<file path="src/rtl/dsp_ctrl_pkg.sv">
// Shared constants and types for DSP48E2 slice controllers.
// OPMODE/INMODE/ALUMODE encodings plus the MAC sequencer state enum.
package dsp_ctrl_pkg;

  localparam logic [8:0] OPM_CLEAR   = 9'b00_000_01_01;
  localparam logic [8:0] OPM_ACC     = 9'b00_010_01_01;
  localparam logic [4:0] INMODE_MUL  = 5'b00000;
  localparam logic [3:0] ALUMODE_ADD = 4'b0000;

  typedef enum logic [1:0] {
    IDLE  = 2'd0,
    RUN   = 2'd1,
    ZERO  = 2'd2,
    DRAIN = 2'd3
  } seq_state_t;

  // Enabled-cycle gap between a beat entering the slice and its control word.
  function automatic int ctrl_delay(input int inputreg, input int dsppipereg,
                                    input int controlreg);
    return inputreg + dsppipereg - controlreg;
  endfunction

endpackage

</file>
<file path="src/rtl/ctrl_delay_line.sv">
// Enable-gated shift register used to align control words with a DSP pipeline.
// DEPTH=0 degenerates to a plain wire.
module ctrl_delay_line #(
  parameter int DEPTH = 1,
  parameter int WIDTH = 1
) (
  input  logic             clk,
  input  logic             rst,
  input  logic             enable,
  input  logic [WIDTH-1:0] din,
  output logic [WIDTH-1:0] dout
);

  generate
    if (DEPTH == 0) begin : g_bypass
      logic unused_ctrl;
      assign unused_ctrl = ^{clk, rst, enable};
      assign dout = din;
    end else begin : g_shift
      logic [WIDTH-1:0] stages [DEPTH];

      // Stages only advance on slice-enabled cycles so stalls keep alignment.
      always_ff @(posedge clk) begin
        if (rst) begin
          for (int i = 0; i < DEPTH; i++) stages[i] <= '0;
        end else if (enable) begin
          stages[0] <= din;
          for (int i = 1; i < DEPTH; i++) stages[i] <= stages[i-1];
        end
      end

      assign dout = stages[DEPTH-1];
    end
  endgenerate

endmodule

</file>
<file path="src/rtl/dsp_mac_sequencer.sv">
// Control sequencer for a DSP48E2 MAC slice computing dot products of length len.
// Drives CE/OPMODE so the first product clears P and later products accumulate.
module dsp_mac_sequencer
  import dsp_ctrl_pkg::*;
#(
  parameter int INPUTREG   = 1,
  parameter int DSPPIPEREG = 1,
  parameter int OUTPUTREG  = 1,
  parameter int CONTROLREG = 1,
  parameter int LEN_W      = 16
) (
  input  logic             clk,
  input  logic             rst,
  input  logic             start,
  input  logic [LEN_W-1:0] len,
  output logic             busy,
  output logic             done,
  input  logic             in_valid,
  output logic             in_ready,
  output logic             op_zero,
  output logic             dsp_enable,
  output logic [8:0]       dsp_opmode,
  output logic [4:0]       dsp_inmode,
  output logic [3:0]       dsp_alumode
);

  localparam int D = ctrl_delay(INPUTREG, DSPPIPEREG, CONTROLREG);
  localparam int L = INPUTREG + DSPPIPEREG + OUTPUTREG;
  localparam logic [1:0] DRAIN_LEN = 2'(L - 1);
  localparam logic [LEN_W-1:0] LEN_ONE = LEN_W'(1);

  seq_state_t       state;
  logic [LEN_W-1:0] beats_left;
  logic [1:0]       drain_cnt;
  logic             first_pending;
  logic             first_flag;
  logic             first_delayed;

  // Job FSM; busy/done are registered alongside the state.
  always_ff @(posedge clk) begin
    if (rst) begin
      state         <= IDLE;
      beats_left    <= '0;
      drain_cnt     <= '0;
      first_pending <= 1'b0;
      busy          <= 1'b0;
      done          <= 1'b0;
    end else begin
      done <= 1'b0;
      case (state)
        IDLE: begin
          if (start) begin
            busy <= 1'b1;
            if (len != '0) begin
              state         <= RUN;
              beats_left    <= len;
              first_pending <= 1'b1;
            end else begin
              state <= ZERO;
            end
          end
        end
        RUN: begin
          if (in_valid) begin
            first_pending <= 1'b0;
            beats_left    <= beats_left - LEN_ONE;
            if (beats_left == LEN_ONE) begin
              if (DRAIN_LEN == 2'd0) begin
                state <= IDLE;
                busy  <= 1'b0;
                done  <= 1'b1;
              end else begin
                state     <= DRAIN;
                drain_cnt <= DRAIN_LEN;
              end
            end
          end
        end
        ZERO: begin
          if (DRAIN_LEN == 2'd0) begin
            state <= IDLE;
            busy  <= 1'b0;
            done  <= 1'b1;
          end else begin
            state     <= DRAIN;
            drain_cnt <= DRAIN_LEN;
          end
        end
        DRAIN: begin
          if (drain_cnt == 2'd1) begin
            state <= IDLE;
            busy  <= 1'b0;
            done  <= 1'b1;
          end else begin
            drain_cnt <= drain_cnt - 2'd1;
          end
        end
        default: begin
          state <= IDLE;
          busy  <= 1'b0;
        end
      endcase
    end
  end

  assign in_ready = (state == RUN);

  // A stalled RUN cycle freezes the whole slice, partial sum included.
  always_comb begin
    dsp_enable = 1'b0;
    op_zero    = 1'b0;
    first_flag = 1'b0;
    case (state)
      RUN: begin
        dsp_enable = in_valid;
        first_flag = first_pending;
      end
      ZERO: begin
        dsp_enable = 1'b1;
        op_zero    = 1'b1;
        first_flag = 1'b1;
      end
      DRAIN: begin
        dsp_enable = 1'b1;
        op_zero    = 1'b1;
      end
      default: ;
    endcase
  end

  ctrl_delay_line #(
    .DEPTH(D),
    .WIDTH(1)
  ) u_first_delay (
    .clk    (clk),
    .rst    (rst),
    .enable (dsp_enable),
    .din    (first_flag),
    .dout   (first_delayed)
  );

  assign dsp_opmode  = first_delayed ? OPM_CLEAR : OPM_ACC;
  assign dsp_inmode  = INMODE_MUL;
  assign dsp_alumode = ALUMODE_ADD;

endmodule

</file>
<file path="config.mk">
export PLATFORM = sky130hd
export DESIGN_NAME = dsp_mac_sequencer
export DESIGN_NICKNAME = d
export VERILOG_FILES = /design/src/rtl/dsp_ctrl_pkg.sv /design/src/rtl/ctrl_delay_line.sv /design/src/rtl/dsp_mac_sequencer.sv
export SDC_FILE = /design/constraint.sdc
export NUM_CORES = 1
export LEC_CHECK = 0
export BUFFER_PORTS_ARGS = -buffer_cell sky130_fd_sc_hd__clkbuf_2
export CAP_MARGIN = 20
export CORE_UTILIZATION = 51
export CTS_CLUSTER_DIAMETER = 200
export DETAILED_ROUTE_END_ITERATION = 6
export PLACE_DENSITY = 0.89
export SLEW_MARGIN = 15
export SYNTH_ARGS = -nofsm -noshare
export SYNTH_HDL_FRONTEND = slang
export SYNTH_SLANG_ARGS = --single-unit
</file>
<file path="constraint.sdc">
create_clock -name clk -period 3.3 [get_ports clk]
set_input_delay 0.495 -clock clk [delete_from_list [all_inputs] [get_ports clk]]
set_output_delay 0.495 -clock clk [all_outputs]
set_load 0.01 [all_outputs]
</file>
==> results by stage, run 1 <==
Outcome:
- The flow ran to the end, and the final reports show no timing, DRC or antenna violations.

Floorplan:
- The die is 59.7 um wide.
- For this configuration, the core starts out at a cell density of 0.546.
- From bottom edge to top edge, the die measures 59.7 um.
- The I/O pin count is 43.
- The area of the placeable core is 0.00310 mm^2.
- After floorplanning, the core was divided into 20 placement rows.
- The floorplan step defined a die boundary enclosing 0.00356 mm^2.

Global route:
- The total overflow left after global routing is 0.
- The global-route wire length before repair is 6.44 mm.
- The global-route usage over all layers is 0.234.
- The maximum number of pins on one net before global-route repair is 33.
- The via count of the first global-routing pass was 1464.
- The number of antenna violations at the first check in global routing is 0.

Detailed routing:
- The count of nets left with antenna violations once routing finished came out at 0.
- The first detailed-routing pass ran for 4 iterations.
- In the routed layout, each cell is associated on average with a via count of 5.68.
- For this block, the routed nets add up to 3.78 mm of wire.
- The first routing iteration left 69 violations.
- The final routed wire length divided by cell count is 13.2 um.
- In the routed design, unresolved DRC markers number 0.
- The via count of the routed design is 1624.

Place:
- The placer congestion estimate is 0.883.
- The post-detailed-placement half-perimeter wirelength is 2.73 mm.
- The count of buffers added on input and output ports is 25.
- Once placement completed, the tool counted placed cells totaling 282.

Pwr:
- In this run the static leakage power is roughly 0.75 nW.
- The worst voltage drop across the vdd grid is 0.000426 V.
- The power density over the cells is 928 mW/mm^2.

Logic synthesis:
- The Yosys warning count is 0.
- The dominant cell type by area after synthesis is dfxtp_1.
- In the synthesized netlist the dominant register cell turns out to be dfxtp_1.
- The flop and latch count out of synthesis is 24.
- For this run, the register share of the synthesized area comes to 0.289.
- The number of different library cells in the post-synthesis netlist is 46.
- Ranked by total cell area, the synthesized netlist is headed by dfxtp_1, a21oi_1, buf_4.
- The average instance in the mapped netlist occupies between 7 and 8 um^2.
- Counting flops with a built-in enable in the synthesized netlist gives 1.
- The share of synthesized area in the top cell type comes to 0.272.
- The fraction of synthesis flops using an asynchronous set or reset pin is 0.
- The area of the mapped netlist is 0.00170 mm^2.
- The synthesized netlist cell count is ~220.

Setup path:
- The maximum fanout along the worst path is 7.
- In this run the critical register-to-register path is launched from beats_left[7]$_SDFFE_PP0P_.
- The startpoint of the worst setup timing path is beats_left[7]$_SDFFE_PP0P_.
- The critical path capture point type is a flip-flop.
- The endpoint arrival time on the critical path is 2630 ps.
- The critical path start-end classification is flip-flop to flip-flop.
- Data on the critical path is required at its endpoint by 3540 ps.
- The worst setup path is launched from a flip-flop.

Run:
- Across the run, the number of max-cap violations was 0.

STA:
- The number of max-slew violations in the final report is 0.
- The number of failing setup endpoints in the final timing report is 0.
- The clock skew is 7.34 ps.
- The transition time at the pin with the least slew margin is 794 ps.
- Measured against its own limit, the worst slew margin works out to 0.470.
- The time the worst path needs with I/O delays and setup is 2390 ps.
- Based on the critical path, the design can be clocked at up to ~420 MHz.
- The final hold violation count was 0.
- In the final timing run, aggregate negative setup slack is 0 ps.
- The final critical-path share of the clock period is 0.723.
- Setup repair after global routing left no endpoint under its margin.

Clock tree:
- The number of H-tree levels is 1.
- Post-CTS timing repair inserted 0 buffers for setup.
- Clock latency on the worst-skew pair, taken at its later pin, is approximately 320 ps.
- Clock-pin slew was measured on the worst setup and hold paths at between 100 and 150 ps.
- The CTS tree is built.
- The number of buffers on the longest clock path is 2.
- CTS placed an instance of clkbuf_4 at the clock tree root.
- The clock sink total is 24.
- Hold repair after CTS inserted 0 buffers.
- Post-CTS repair changed the size of 0 cells.
- Buffers inserted during clock tree synthesis total 3.

Hold path:
- The class of the worst hold path is flip-flop to flip-flop.
- The critical hold path startpoint is beats_left[6]$_SDFFE_PP0P_.

Layout:
- The ratio of cells with drive above 1 in the final layout is 0.161.
- The count of filler cells inserted in the layout is about 300.
- After the last flow step, the layout net total stands at 270.
- 0 antenna diodes ended up in the layout.
- The area growth from synthesis to layout is 6.86%.
- After the flow finishes, the layout carries non-filler instances totaling 286.
kinds of logic after synthesis:
group / Yosys count / share of synthesized area
flip-flops: 24 / 0.289
adder cells (fa/ha/maj): 7 / 0.0517
other: 2 / 0.00443
multiplexers: 4 / 0.0244
AND/OR/NAND/NOR: 73 / 0.232
AO/OA/AOI/OAI: 72 / 0.269
buffers and inverters: 41 / 0.128
cells in the mapped netlist, types with 2 or more instances:
library cell   n
dfxtp_1       23
o32ai_1        6
nor2_1        15
a211oi_1       4
o21ai_0       15
a21oi_1       27
nor3_1         6
nor4_1         8
a22oi_1        2
or2_2          3
buf_4         17
mux2i_1        3
nor3b_1        2
o21a_1         3
ha_1           7
inv_1         12
nand2b_1       8
and3_1         2
clkbuf_1      11
nand2_1       15
conb_1         2
o31ai_1        2
a21o_1         2
nor2b_1        2
o22ai_1        2
nand4_1        2
nand3_1        3
sequential cells by signal, summed over array words and instances (netlist names):
name,cells
drain_cnt,2
state,2
done,1
first_pending,1
busy,1
beats_left,16
u_first_delay.g_shift.stages,1
worst max-delay path: stages, from the launching register on:
cell	delay, ps
dfxtp_1	390
or4_4	510
or4b_4	540
o31a_1	340
or4_1	410
a21oi_1	130
layout make-up:
cell class	instances	area [um^2]	area share
Inverter	13	48.8	0.0269
Sequential cell	24	490	0.271
Tap cell	44	55.1	0.0304
Multi-Input combinational cell	173	1040	0.576
Clock buffer	4	26.3	0.0145
Timing Repair Buffer	28	148	0.0815
layout by cell type, fill, tap and decap left out, types with 2 or more instances in the layout:
cell type / synthesis / routed
nand3_1: 3 / 3
o32ai_1: 6 / 6
nor3b_1: 2 / 2
mux2i_1: 3 / 3
buf_4: 17 / 3
clkbuf_2: 0 / 25
o31ai_1: 2 / 2
nand2b_1: 8 / 8
and3_1: 2 / 2
o22ai_1: 2 / 2
a21o_1: 2 / 2
inv_1: 12 / 12
a21oi_1: 27 / 27
nand4_1: 2 / 2
nand2_1: 15 / 15
o21a_1: 3 / 3
nor2_1: 15 / 15
ha_1: 7 / 7
nor4_1: 8 / 8
or2_2: 3 / 3
clkbuf_4: 0 / 3
nor3_1: 6 / 6
a22oi_1: 2 / 2
o21ai_0: 15 / 15
a211oi_1: 4 / 4
nor2b_1: 2 / 2
conb_1: 2 / 17
dfxtp_1: 23 / 23
metrics by stage:
| stage | hold WS [ps] | setup WS [ps] | power, mW | utilization | instance area (um^2) |
|---|---|---|---|---|---|
| after floorplan | 453 | 1070 | 1.29 | - | 1750 |
| after global placement | 467 | 869 | 1.51 | 0.575 | 1790 |
| after detailed placement | 470 | 773 | 1.53 | 0.575 | 1790 |
| after CTS | 488 | 916 | 1.67 | 0.584 | 1810 |
| after global routing | 497 | 772 | 1.84 | 0.584 | 1810 |
| final | 489 | 914 | 1.68 | 0.584 | 1810 |
layer usage:
metal,vias to the layer above,wire length [um],track usage
met4,0,56,0.0930
li1,816,-,-
met2,66,1740,0.395
met1,734,1750,0.296
met5,-,0,0
met3,8,231,0.0368
report_power, final:
part | switching (mW) | leakage [nW] | total (mW) | internal, mW
Clock | 0.0887 | 0.0150 | 0.136 | 0.0473
Combinational | 0.631 | 0.533 | 1.06 | 0.432
Sequential | 0.0928 | 0.199 | 0.483 | 0.390
path summary, 6_finish.rpt:
check	end	slack, ps	cells past startpoint
max reg2reg	drain_cnt[0]$_SDFFE_PP0P_	910	5
max	drain_cnt[0]$_SDFFE_PP0P_	910	5
min reg2reg	beats_left[6]$_SDFFE_PP0P_	490	2
min	beats_left[6]$_SDFFE_PP0P_	490	2
No activity file was read; power rests on OpenSTA's default activity.
==> inputs of run 2 (changes only) <==
--- a/config.mk
+++ b/config.mk
@@ -7,10 +7,10 @@
 export LEC_CHECK = 0
 export BUFFER_PORTS_ARGS = -buffer_cell sky130_fd_sc_hd__clkbuf_2
 export CAP_MARGIN = 20
-export CORE_UTILIZATION = 51
+export CORE_UTILIZATION = 48
 export CTS_CLUSTER_DIAMETER = 200
 export DETAILED_ROUTE_END_ITERATION = 6
-export PLACE_DENSITY = 0.89
+export PLACE_DENSITY = 0.88
 export SLEW_MARGIN = 15
 export SYNTH_ARGS = -nofsm -noshare
 export SYNTH_HDL_FRONTEND = slang
==> constraint.sdc (replaced) <==
create_clock -name clk -period 2 [get_ports clk]
set_input_delay 0.3 -clock clk [delete_from_list [all_inputs] [get_ports clk]]
set_output_delay 0.3 -clock clk [all_outputs]
set_load 0.01 [all_outputs]
==> run 2 against run 1 <==
Critical path depth unchanged. Die area rose by 6.0%. Count of clock-buffer cells in the layout unchanged. Worst setup slack got worse by 1100 ps. Largest power group unchanged. The flow now finishes with violations (negative setup slack). Cell area grew 9.9%. Worst hold slack got worse by 190 ps. First-iteration DRC count is 29% higher. Total power up 91%.
==> results by stage, run 2 (synthesis results as in run 1) <==
Floorplan:
- The area of the placeable core is between 0.003 and 0.004 mm^2.
- The standard-cell row count is 21.
- For this configuration, the core starts out at a cell density of 0.504.
- The I/O pin count is 43.
- The y dimension of the die is 61.4 um.
- In this run the horizontal extent of the chip is around 60 um.
- The die covers 0.00377 mm^2.

Layout:
- The number of antenna diodes in the final layout is 0.
- In the final layout, the multi-input gates occupy around 0.0011 mm^2.
- The flip-flop count of the largest register after layout is 16.
- The most common cell after layout, fill and taps aside is a21oi_1.
- The post-route cell area is between 0.0015 and 0.002 mm^2.
- Compared with the post-synthesis result, the final layout area differs by 17.5%.
- The largest registers in the layout are beats_left: 16 flops, drain_cnt: 2 flops, state: 2 flops.
- The count of filler cells inserted in the layout is 335.
- In the layout the commonest cells are a21oi_1, clkbuf_2, dfxtp_1.
- The storage element area is 492 um^2.
- The register with the most flip-flops in the final layout is beats_left.
- After the last flow step, the layout net total stands at 287.
- In the final layout, the share of cells above drive strength 1 is 0.239.

Place:
- The quantity of I/O buffers inserted on ports is 25.
- The placer congestion estimate is between 0.8 and 0.9.
- After detailed placement, the total cell area comes to ~0.0019 mm^2.
- The wire-length estimate of the detail-placed layout is 2.92 mm.
- Prior to clock tree synthesis, the placed netlist has a worst setup slack of -177 ps.

STA:
- The time the worst path needs with I/O delays and setup is 2210 ps.
- The clock skew is slightly above 7 ps.
- The number of max-slew violations in the final report was 0.
- The final hold violation count is 0.
- Setup repair after global routing could not meet its margin everywhere.
- Of the available clock period, the critical path in the final layout requires 1.10.
- The transition time at the pin with the least slew margin is 592 ps.
- The tightest slew margin relative to the limit is 0.605.
- Static timing analysis puts the maximum clock frequency at 453 MHz.
- Setup violations remaining at the end of the flow were counted as 6.
- Once routing completed, OpenROAD measured the worst setup slack at -210 ps.

Clock tree:
- CTS saw 24 sinks.
- The cell at the root of the clock tree is clkbuf_4.
- The number of buffers on the longest clock path is 2.
- The clock network latency to the later pin of the worst-skew pair is 320 ps.
- TritonCTS built the clock tree.
- Buffers inserted during clock tree synthesis total 3.
- The clock transition time at the flip-flop clock pins of the worst setup and hold paths is 140 ps.
- In this run the number of H-tree levels came out at 1.

Setup path:
- Walking the worst path, the cells encountered are or4_4 -> or4b_4 -> o31a_1 -> or4_1 -> a21oi_1.
- At the worst endpoint, the required time is around 2300 ps.
- The maximum fanout along the worst path is 3.
- The slowest stage of the critical path belongs to the cell or4_4.
- The worst setup path is of the flip-flop to flip-flop kind.
- STA classifies the critical path endpoint as a flip-flop.
- The endpoint arrival time on the critical path is roughly 2500 ps.
- In this design, the stage delay of the slowest critical-path cell is 520 ps.
- The sort of element at the start of the critical path is a flip-flop.

Pwr:
- Dividing total power by cell area gives a power density of 1620 mW/mm^2.
- IR analysis of the VDD net gives a maximum drop of 0.000907 V.
- The leakage power is approximately 0.85 nW.

Detailed routing:
- The detailed router put a total of 1.76 mm of wire on met1.
- After detailed routing, the number of vias per cell comes to 5.66.
- The pre-antenna-repair detailed-routing pass consisted of 5 iterations.
- In the detailed route, the total length drawn on met2 is 2.01 mm.
- After detailed routing, no signal wire sits above met4.
- Dividing the detail-routed wire length by the instance count gives approximately 13 um.
- The number of DRC markers in iteration 0 is 89.
- The via count of the routed design is 1727.
- Once detail routing completed, the nets flagged for antenna violations numbered 0.
- After detailed routing, the number of remaining DRC violations is 0.
- The routed length on met3 is 216 um.
- The final wirelength is 4.05 mm.

Outcome:
- The final reports fail on negative setup slack.
- The run finished, with violations left.

Global route:
- The via count of the first global-routing pass is around 1600.
- For this run, the total global-route usage over all layers was measured as 0.233.
- The first global-routing pass estimated 6.58 mm of wire.
- The maximum number of pins on one net before global-route repair is 33.
- The number of antenna violations at the first check in global routing came to 0.
- Global routing finished with a remaining overflow of 0.

Hold path:
- The class of the worst hold path is primary input to flip-flop.

Run:
- The total of max-cap violations is 0.
[run 2: per-stage QoR]
step                total power, mW  setup TNS (ps)  utilization  std cells  hold slack, ps
floorplan                      2.13            -539            -        238             453
global placement               2.73            -551        0.569        299             465
finish                         3.22            -841        0.592        305             297
global route                   3.49           -1470        0.592        305             304
detailed placement             2.79            -698        0.569        299             473
CTS                            3.08            -687        0.582        304             296
[run 2: worst max-delay path: cells and delay by family, from the launching register on]
family          cells  cell delay (ps)
flops               1              340
simple gates        3             1420
compound gates      2              390
[run 2: worst paths after layout]
kind / slack [ps] / endpoint / from / cells past startpoint
worst max-delay path: -210 / drain_cnt[0]$_SDFFE_PP0P_ / beats_left[9]$_SDFFE_PP0P_ / 5
worst min-delay path: 300 / first_pending$_SDFFE_PP0P_ / in_valid / 3
worst max register to register: -210 / drain_cnt[0]$_SDFFE_PP0P_ / beats_left[9]$_SDFFE_PP0P_ / 5
worst min register to register: 500 / beats_left[6]$_SDFFE_PP0P_ / beats_left[6]$_SDFFE_PP0P_ / 2
[run 2: repair_timing]
item	in CTS	in global routing
pin swaps	1	3
setup endpoints to repair	5	12
hold buffers	0	0
resized for setup	0	8
buffers inserted	1	1
[run 2: area by class of cell]
class                           count  share of cell area
Tap cell                           46              0.0289
Sequential cell                    24               0.247
Timing Repair Buffer               45               0.146
Multi-Input combinational cell    173               0.533
Inverter                           13              0.0264
Clock buffer                        4              0.0182
[run 2: per-layer routing]
| layer | global-route usage | vias up |
|---|---|---|
| li1 | - | 851 |
| met1 | 0.289 | 798 |
| met2 | 0.415 | 70 |
| met3 | 0.0441 | 8 |
| met4 | 0.0635 | 0 |
| met5 | 0 | - |
[run 2: power breakdown]
| group | leakage (nW) | internal, mW | switching, mW | total (mW) |
|---|---|---|---|---|
| registers | 0.200 | 0.645 | 0.133 | 0.778 |
| logic | 0.627 | 1.00 | 1.18 | 2.18 |
| clock network | 0.0210 | 0.111 | 0.152 | 0.263 |
| total | 0.848 | 1.76 | 1.46 | 3.22 |
==> inputs of run 3 (changes only) <==
--- a/config.mk
+++ b/config.mk
@@ -7,10 +7,12 @@
 export LEC_CHECK = 0
 export BUFFER_PORTS_ARGS = -buffer_cell sky130_fd_sc_hd__clkbuf_2
 export CAP_MARGIN = 20
-export CORE_UTILIZATION = 48
+export CORE_UTILIZATION = 51
 export CTS_CLUSTER_DIAMETER = 200
 export DETAILED_ROUTE_END_ITERATION = 6
-export PLACE_DENSITY = 0.88
+export PLACE_DENSITY = 0.89
+export RECOVER_POWER = 50
+export SETUP_SLACK_MARGIN = 0.4
 export SLEW_MARGIN = 15
 export SYNTH_ARGS = -nofsm -noshare
 export SYNTH_HDL_FRONTEND = slang
==> constraint.sdc (replaced) <==
create_clock -name clk -period 2.4 [get_ports clk]
set_input_delay 0.36 -clock clk [delete_from_list [all_inputs] [get_ports clk]]
set_output_delay 0.36 -clock clk [all_outputs]
set_load 0.01 [all_outputs]
==> run 3 against run 2 <==
The flow now finishes without violations. Count of clock-buffer cells in the layout unchanged. Non-clock buffer count down 6. Highest routed layer unchanged. Largest power group unchanged. First-iteration DRC count up 20%. Register-to-register slack better by 360 ps. Flip-flop and latch count unchanged.
==> results by stage, run 3 (synthesis results as in run 1) <==
Outcome:
- The flow ran to the end, and the final reports show no timing, DRC or antenna violations.

Detailed routing:
- For this run, design rule violations remaining after detail routing come to 0.
- After the first detailed-routing iteration, the DRC count stood at 107.
- The via count of the routed design is around 1700.
- The final wirelength is 3.97 mm.
- The number of vias per cell after detailed routing is 5.75.
- Once detail routing completed, the nets flagged for antenna violations numbered 0.
- The final routed wire length divided by cell count is 13.4 um.
- The first detailed-routing pass took 5 iterations.

Setup path:
- The startpoint of the most critical register-to-register path is beats_left[13]$_SDFFE_PP0P_.
- STA classifies the critical path startpoint as a flip-flop.
- The worst setup path is of the flip-flop to flip-flop kind.
- The critical path capture point type is a flip-flop.
- The endpoint arrival time on the critical path is roughly 2500 ps.
- Of all nets on the critical path, the largest fanout is 3.
- In this run the worst setup path begins at beats_left[13]$_SDFFE_PP0P_.
- The required time at the worst-slack endpoint is 2670 ps.

Clock tree:
- The cell at the root of the clock tree is clkbuf_4.
- The number of buffers inserted during clock tree synthesis is 3.
- The longest clock path from root to sink contains 2 buffers.
- After clock tree synthesis, the clock-pin slew on the worst setup and hold paths is 140 ps.
- The clock network latency to the later pin of the worst-skew pair is 330 ps.
- After clock tree synthesis, the flow added hold-fix buffers numbering 0.
- The clock drives 24 sinks.
- TritonCTS built the clock tree.
- The number of H-tree levels is 1.

Place:
- Summed over all nets, the half-perimeter wirelength after detailed placement is around 2.7 mm.
- Timing analysis after detailed placement gives a worst setup slack of 95.1 ps.
- In this run the cell area measured after placement is 0.00182 mm^2.
- Buffers placed on the I/O ports in this run total 25.
- The total placed cells including tap cells is around 290.
- Routability-driven placement finished with a final weighted congestion of about 0.94.

Floorplan:
- For this design the top-level I/O count stands at 43.
- The die area is 0.00356 mm^2.
- The standard-cell row count is 20.
- The die width is 59.7 um.
- The effective utilization at floorplan is 0.546.
- The total area inside the core boundary comes to roughly 0.0031 mm^2.
- From bottom edge to top edge, the die measures approximately 60 um.

Layout:
- The sequential cells in the finished layout cover a total of 495 um^2.
- 0 antenna diodes ended up in the layout.
- The library cells used most frequently in the layout, excluding fill and tap cells, are a21oi_1, clkbuf_2, dfxtp_1.
- Summing all multi-input logic gate instances after layout gives 0.00110 mm^2.
- From synthesis to final layout, the design area changed by 14.9%.
- The count of filler cells inserted in the layout is 282.
- More flip-flops sit in one register than any other, and that register is beats_left.
- The final layout contains between 200 and 300 nets.
- Leaving out fill and tap cells, the most frequent cell in the layout is a21oi_1.
- The largest registers in the layout are beats_left: 16 flops, drain_cnt: 2 flops, state: 2 flops.
- The number of non-filler instances in the completed layout is roughly 300.
- The post-route cell area is 0.00195 mm^2.
- The ratio of cells with drive above 1 in the final layout is 0.221.
- The register with the most flip-flops in the layout has 16 of them.

Global route:
- The number of antenna violations at the first check in global routing is 0.
- The overflow left after global routing is 0.
- Entering global routing, the biggest net connects 33 pins.
- The via count of the first global-routing pass is 1465.
- The global-route usage over all layers is 0.241.
- The first global-routing pass estimated 6.47 mm of wire.

STA:
- The clock skew is ~8.6 ps.
- The final hold violation count is 0.
- In this run the tightest slew margin relative to its limit is 0.585.
- Setup repair after global routing could not meet its margin everywhere.
- Setup violations remaining at the end of the flow were counted as 0.
- The transition time at the pin with the least slew margin is ~620 ps.
- Setup slack closes at 150 ps.
- The final critical-path share of the clock period is 0.938.
- Timing would allow up to 444 MHz.
- For the final routed database, the setup TNS stands at 0 ps.
- The worst path needs 2250 ps of the cycle, external delays included.
- The number of max-slew violations in the final report is 0.

Pwr:
- The leakage power is 0.792 nW.
- Power spread over the standard cell area amounts to 1350 mW/mm^2.
- The worst voltage drop across the vdd grid is approximately 0.00068 V.
- The final total power is between 2 and 3 mW.

Run:
- Across the run, the number of max-cap violations was 0.

Hold path:
- The class of the worst hold path is primary input to flip-flop.
- The startpoint identified for the worst hold timing path is in_valid.
==> run 3: cell count changes in the layout (fill, tap and decap cells not counted), sizes merged <==
cell | previous run | this run
buf | 20 | 11
clkbuf | 29 | 32
==> run 3: area by class of cell <==
type / count / area share
clock buffers: 4 / 0.0135
inverters: 13 / 0.0270
multi-input cells: 173 / 0.563
flip-flops and latches: 24 / 0.254
well taps: 44 / 0.0283
repair buffers: 39 / 0.114
==> run 3: what timing repair did <==
item,in CTS,in global routing
buffers inserted,6,1
gates cloned,0,0
gates resized for setup,7,13
pin swaps,6,8
setup endpoints to repair,5,15
==> run 3: layer usage <==
layer,GRT usage,up-vias,part of all wire
met3,0.0433,5,0.076
li1,-,835,-
met2,0.421,87,0.49
met1,0.297,782,0.43
met4,0.0831,0,0.0096
met5,0,-,0
==> run 3: metrics by stage <==
step	hold WS (ps)	util
after floorplan	453	-
after global placement	466	0.585
after detailed placement	485	0.585
after CTS	337	0.618
after global routing	331	0.628
final	338	0.628
==> run 3: report_power, final <==
group / switching [mW] / internal (mW)
Combinational: 0.975 / 0.790
Clock: 0.131 / 0.0653
Sequential: 0.131 / 0.542
Total: 1.24 / 1.40
==> run 3: worst max-delay path: stages (launching register included) <==
cell and delay [ps]:
dfxtp_2 350, or4_4 530, or4b_4 520, o31a_1 260, or4_1 400, a21oi_1 140
==> run 3: worst paths after layout <==
kind | endpoint | depth (start not counted) | slack, ps
setup reg to reg | drain_cnt[0]$_SDFFE_PP0P_ | 5 | 150
setup / recovery | drain_cnt[0]$_SDFFE_PP0P_ | 5 | 150
hold reg to reg | beats_left[14]$_SDFFE_PP0P_ | 2 | 500
hold / removal | first_pending$_SDFFE_PP0P_ | 3 | 340
